**config.mk**
```make
export PLATFORM = sky130hd
export DESIGN_NAME = instr_fetch_unit
export DESIGN_NICKNAME = d
export VERILOG_FILES = /design/src/rtl/ifu_pkg.sv /design/src/rtl/fetch_buf.sv /design/src/rtl/instr_fetch_unit.sv
export SDC_FILE = /design/constraint.sdc
export NUM_CORES = 1
export LEC_CHECK = 0
export CAP_MARGIN = 20
export CORE_AREA = 2 2 128 80
export DETAILED_ROUTE_END_ITERATION = 10
export DIE_AREA = 0 0 130 82
export DONT_BUFFER_PORTS = 1
export GPL_TIMING_DRIVEN = 1
export PLACE_DENSITY = 0.77
export SKIP_LAST_GASP = 1
export SYNTH_ARGS = -nofsm -noshare
export SYNTH_HDL_FRONTEND = slang
export SYNTH_HIERARCHICAL = 1
export SYNTH_SLANG_ARGS = --single-unit
```
**constraint.sdc**
```tcl
create_clock -name clk -period 4 [get_ports clk]
set_input_delay 0.4 -clock clk [delete_from_list [all_inputs] [get_ports clk]]
set_output_delay 0.4 -clock clk [all_outputs]
set_load 0.02 [all_outputs]
```
**src/rtl/ifu_pkg.sv**
```systemverilog
`default_nettype none
// ------------------------------------------------------------------
// ifu_pkg - state codes, entry type and constants for instr_fetch_unit
// Revision: 1.0
// ------------------------------------------------------------------
package ifu_pkg;

  localparam int IMEM_AW = 16;
  localparam int INSTR_W = 16;
  localparam logic [3:0] OPC_HLT = 4'hF;

  typedef logic [1:0] ifu_state_t;
  localparam ifu_state_t IDLE  = 2'd0;
  localparam ifu_state_t REQ   = 2'd1;
  localparam ifu_state_t DRAIN = 2'd2;
  localparam ifu_state_t HALT  = 2'd3;

  typedef struct packed {
    logic [IMEM_AW-1:0] pc;
    logic [INSTR_W-1:0] instr;
  } fbuf_entry_t;

  function automatic logic is_hlt(input logic [INSTR_W-1:0] word);
    return word[INSTR_W-1 -: 4] == OPC_HLT;
  endfunction

endpackage
`default_nettype wire

```
**src/rtl/fetch_buf.sv**
```systemverilog
`default_nettype none
// ------------------------------------------------------------------
// fetch_buf - synchronous FIFO of {pc,instr} between fetch and decode
// Revision: 1.0
// ------------------------------------------------------------------
module fetch_buf
  import ifu_pkg::*;
#(
  parameter int DEPTH = 2
) (
  input  logic                    clk,
  input  logic                    rst_n,
  input  logic                    flush,
  input  logic                    push,
  input  logic                    pop,
  input  fbuf_entry_t             push_data,
  output fbuf_entry_t             head,
  output logic                    empty,
  output logic [$clog2(DEPTH):0]  count
);

  localparam int AW = $clog2(DEPTH);
  localparam logic [AW-1:0] PTR_ONE = AW'(1);
  localparam logic [AW:0]   CNT_ONE = (AW + 1)'(1);

  fbuf_entry_t   mem [DEPTH];
  logic [AW-1:0] wr_ptr;
  logic [AW-1:0] rd_ptr;

  // Depth is a power of two, so the pointers wrap by plain overflow.
  always_ff @(posedge clk or negedge rst_n) begin
    if (!rst_n) begin
      wr_ptr <= '0;
      rd_ptr <= '0;
      count  <= '0;
    end else if (flush) begin
      wr_ptr <= '0;
      rd_ptr <= '0;
      count  <= '0;
    end else begin
      if (push) wr_ptr <= wr_ptr + PTR_ONE;
      if (pop)  rd_ptr <= rd_ptr + PTR_ONE;
      if (push && !pop)      count <= count + CNT_ONE;
      else if (pop && !push) count <= count - CNT_ONE;
    end
  end

  always_ff @(posedge clk) begin
    if (push && !flush) mem[wr_ptr] <= push_data;
  end

  assign head  = mem[rd_ptr];
  assign empty = (count == '0);

endmodule
`default_nettype wire

```
**src/rtl/instr_fetch_unit.sv**
```systemverilog
`default_nettype none
// ------------------------------------------------------------------
// instr_fetch_unit - PC owner, I-memory read initiator and fetch buffer.
// Optional HLT detection: define IFU_HALT_DETECT_EN.  Revision: 1.0
// ------------------------------------------------------------------
module instr_fetch_unit
  import ifu_pkg::*;
#(
  parameter logic [IMEM_AW-1:0] RESET_PC   = 16'h0000,
  parameter int                 FBUF_DEPTH = 2
) (
  input  logic               clk,
  input  logic               rst_n,
  output logic [IMEM_AW-1:0] im_addr,
  output logic               im_rd_en,
  input  logic [INSTR_W-1:0] im_instr,
  input  logic               im_vld,
  output logic [INSTR_W-1:0] if_instr,
  output logic [IMEM_AW-1:0] if_pc,
  output logic               if_vld,
  input  logic               id_rdy,
  input  logic               redirect,
  input  logic [IMEM_AW-1:0] redirect_pc,
  output logic               halted
);

  localparam int CW = $clog2(FBUF_DEPTH) + 1;
  localparam logic [CW-1:0] DEPTH_C = CW'(FBUF_DEPTH);
  localparam logic [CW-1:0] CNT_ONE = CW'(1);
  localparam logic [IMEM_AW-1:0] PC_ONE = IMEM_AW'(1);

  ifu_state_t         state;
  ifu_state_t         state_nx;
  logic [IMEM_AW-1:0] fpc;
  logic [IMEM_AW-1:0] drain_addr;
  logic [CW-1:0]      count;
  logic [CW-1:0]      count_nx;
  logic               buf_empty;
  logic               push;
  logic               pop;
  logic               hlt_push;
  fbuf_entry_t        push_data;
  fbuf_entry_t        head;

  assign im_rd_en = (state == REQ) || (state == DRAIN);
  // While draining, fpc already holds the redirect target; the stale address stays on the bus.
  assign im_addr  = (state == DRAIN) ? drain_addr : fpc;

  assign if_vld   = !buf_empty;
  assign if_instr = head.instr;
  assign if_pc    = head.pc;

  assign pop       = if_vld & id_rdy & ~redirect;
  assign push      = (state == REQ) & im_vld & ~redirect;
  assign push_data = '{pc: fpc, instr: im_instr};

  always_comb begin
    count_nx = count;
    if (push) count_nx = count_nx + CNT_ONE;
    if (pop)  count_nx = count_nx - CNT_ONE;
  end

`ifdef IFU_HALT_DETECT_EN
  assign hlt_push = push & is_hlt(im_instr);
`else
  assign hlt_push = 1'b0;
`endif

  always_comb begin
    state_nx = state;
    if (redirect) begin
      state_nx = (im_rd_en && !im_vld) ? DRAIN : REQ;
    end else begin
      case (state)
        IDLE:    if (count_nx < DEPTH_C) state_nx = REQ;
        REQ: begin
          if (im_vld) begin
            if (hlt_push)                 state_nx = HALT;
            else if (count_nx == DEPTH_C) state_nx = IDLE;
          end
        end
        DRAIN:   if (im_vld) state_nx = REQ;
        HALT:    state_nx = HALT;
        default: state_nx = IDLE;
      endcase
    end
  end

  always_ff @(posedge clk or negedge rst_n) begin
    if (!rst_n) begin
      state      <= IDLE;
      fpc        <= RESET_PC;
      drain_addr <= RESET_PC;
    end else begin
      state <= state_nx;
      if (redirect) begin
        fpc <= redirect_pc;
        if (state == REQ && !im_vld) drain_addr <= fpc;
      end else if (push) begin
        fpc <= fpc + PC_ONE;
      end
    end
  end

`ifdef IFU_HALT_DETECT_EN
  logic halted_q;

  // halted rises once the HLT word itself has left the buffer.
  always_ff @(posedge clk or negedge rst_n) begin
    if (!rst_n)                                  halted_q <= 1'b0;
    else if (redirect)                           halted_q <= 1'b0;
    else if (state == HALT && count_nx == '0)    halted_q <= 1'b1;
  end

  assign halted = halted_q;
`else
  assign halted = 1'b0;
`endif

  fetch_buf #(
    .DEPTH (FBUF_DEPTH)
  ) u_fetch_buf (
    .clk       (clk),
    .rst_n     (rst_n),
    .flush     (redirect),
    .push      (push),
    .pop       (pop),
    .push_data (push_data),
    .head      (head),
    .empty     (buf_empty),
    .count     (count)
  );

endmodule
`default_nettype wire

```
==> flow_summary.toml <==
[global_route]
grt_max_degree = 43
grt_usage = 0.170
gr-total-overflow = 0
grt_pass1_vias = 2322
grt_first_pass_wirelength_um = 13000
antenna_found_initial = 0

[sta]
setup_violations = 0
skew_ns = 0.00607
tightest_slew_ns = 1.02
hold_violations = 0
setup_slack_ns = 1.23
post-route-min-period_ns = 2.77
drv_slew = 0
post-route-period-util = 0.693
tns_ns = 0
fmax_mhz = 361
worst_hold_slack_ns = 0.121
rsz0062_at_grt = "no"
relSlewSlack = 0.322

[logic_synthesis]
syn_inst = 316
synth_flop_cell = "edfxtp_1"
synth_edf_count = 64
synth_seq_cells = 102
synth_top_area_share = 0.416
yosysMostFrequentCell = "edfxtp_1"
postSynth.asyncResetShare = 0.373
ys_top_cells_by_count = "64 x edfxtp_1, 38 x dfrtp_1, 31 x nand2_1"
synth-seq-area-share = 0.623
syn_area_per_cell_um2 = 14.6
synth_top_cell_by_area = "edfxtp_1"
yosysUniqueCellTypes = 41
ys_warn_count = 6
synth_fp_nets = 358
synth.area.top_cells = "edfxtp_1 42%, dfrtp_1 21%, mux2_4 9.4%"
syn_area_mm2 = 0.00461

[floorplan]
fp.dieArea_mm2 = 0.0107
start_util = 0.482
rows = 28
die_w_um = 130
ios = 88
fp.dieH_um = 82
core_area_mm2 = 0.00956

[finish]
nets = 358
area_growth_pct = 9.03
layout-drive-gt1-share = 0.262
multi_input_area_mm2 = 0.00162
n_antenna_cell = 0
fillers = 793
seq_area_mm2 = 0.00287

[worst_setup_path]
path_max_fanout = 23
cp.arrival_ns = 2.79
required_ns = 4.01
cp-end-kind = "flip-flop"
path_class = "flip-flop to flip-flop"
critPathLaunchType = "flip-flop"

[clocking]
htreeDepth = 3
ctsResizeCount = 0
numCtsBuffers = 9
tritoncts = "yes"
cts.clk_slew.worst_paths_ns = 0.07
clkLatencyLatePin_ns = 0.34
postCtsSetupRepairBufs = 0
cts_root_buf = "clkbuf_16"
clock-sinks = 102
clk_path_buf_depth = 2

[power]
seqPwrFrac = 0.495
switching_share = 0.300
vdd_drop_max_v = 0.000275
p_per_area_mw_per_mm2 = 561
power.internal_uw = 1970
combPwrFrac = 0.207
pwr-share-clk = 0.298
p_sw_uw = 847
power_leakage_uw = 0.00189

[drt]
dr_total_vias = 2368
drtPass1Iterations = 5
routed_wl_um = 8400
ant_nets = 0
via_per_inst = 5.19
wl_per_cell_um = 18.4
route.detailed.drc = 0
drt_iter0_markers = 197

[worst_hold_path]
hp-class = "input port to flip-flop"

[place]
place_hpwl_um = 5880
place.gp.congestion = 0.769
pre_cts_ws_ns = 1.22
io_buffers = 0

[outcome]
outcome = "complete, no violations"

[job]
cap_violations = 0
per-stage QoR:
stage | std cells | cell area, µm² | util | total power [µW]
6_report | 456 | 5030 | 0.526 | 2820
5_1_grt | 456 | 5030 | 0.526 | 2970
4_1_cts | 456 | 5030 | 0.526 | 2860
3_5_place_dp | 438 | 4710 | 0.492 | 2000
3_3_place_gp | 438 | 4710 | 0.492 | 1970
2_1_floorplan | 316 | 4620 | - | 1900
state kept, by name (all words and copies together), names as in the netlist:
| register | cells |
|---|---|
| drain_addr | 16 |
| fpc | 16 |
| state | 2 |
| u_fetch_buf/count | 2 |
| u_fetch_buf/mem | 64 |
| u_fetch_buf/rd_ptr | 1 |
| u_fetch_buf/wr_ptr | 1 |
timing repair:
item / in CTS / in global routing
hold endpoints to repair: 38 / 0
setup endpoints to repair: 0 / 0
hold buffers: 2 / 0
path summary, 6_finish.rpt:
kind / to / from / slack (ns) / cells past startpoint
hold reg to reg: drain_addr[14] / drain_addr[14] / 0.49 / 2
setup reg to reg: u_fetch_buf/mem[0][16] / state[1] / 1.23 / 6
setup / recovery: u_fetch_buf/mem[0][16] / state[1] / 1.23 / 6
hold / removal: u_fetch_buf/rd_ptr / redirect / 0.12 / 1
min in group asynchronous: fpc[6] / rst_n / 0.55 / 2
max in group asynchronous: u_fetch_buf/rd_ptr / rst_n / 3.24 / 2
power by group through the flow:
stage          Clock (µW)  Sequential (µW)  Combinational, µW
2_1_floorplan           0             1370                530
3_3_place_gp            0             1410                563
3_5_place_dp            0             1420                580
4_1_cts               869             1400                593
5_1_grt               918             1420                636
6_report              842             1400                584
cell type report:
cell class / count / share of cell area
flip-flops and latches: 102 / 0.571
multi-input cells: 191 / 0.322
clock buffers: 10 / 0.0475
well taps: 135 / 0.0336
clock inverters: 6 / 0.0109
repair buffers: 4 / 0.00895
inverters: 8 / 0.00597
worst max-delay path, stage by stage, from the launching register on:
cell,delay (ns)
dfrtp_1,0.40
inv_1,0.10
ha_1,0.29
and2_1,0.38
and2_1,0.32
nor3b_4,0.53
buf_4,0.42
metal layers:
metal	routed length [µm]	GRT usage
met5	0	0
met4	42	0.0419
met3	843	0.0951
met2	3610	0.243
met1	3900	0.226
cells by family (layout without fill, tap and decap cells):
group / after synthesis / count (layout) / synth area share
fa+ha+maj: 5 / 5 / 0.0136
compound gates: 31 / 31 / 0.0382
flops: 102 / 102 / 0.623
buf+inv: 23 / 28 / 0.0290
other cells: 1 / 1 / 0.000813
simple gates: 73 / 73 / 0.0851
xor+xnor: 21 / 21 / 0.0415
mux: 60 / 60 / 0.169
placed cells by master (no fill, tap or decap), drive strengths merged, types with 2 or more instances in the layout:
cell type	synthesis	final
mux2	57	57
xnor2	14	14
nand4	3	3
inv	8	10
nor3	7	7
and3b	2	2
nand2b	3	3
nor3b	3	3
edfxtp	64	64
xor2	7	7
nand2	31	31
o21ai	25	25
ha	5	5
clkinv	0	3
and3	2	2
buf	9	3
clkbuf	6	10
mux2i	3	3
dfrtp	38	38
and2	3	3
nor2	11	11
nand3	4	4
No activity file was read; power rests on OpenSTA's default activity.
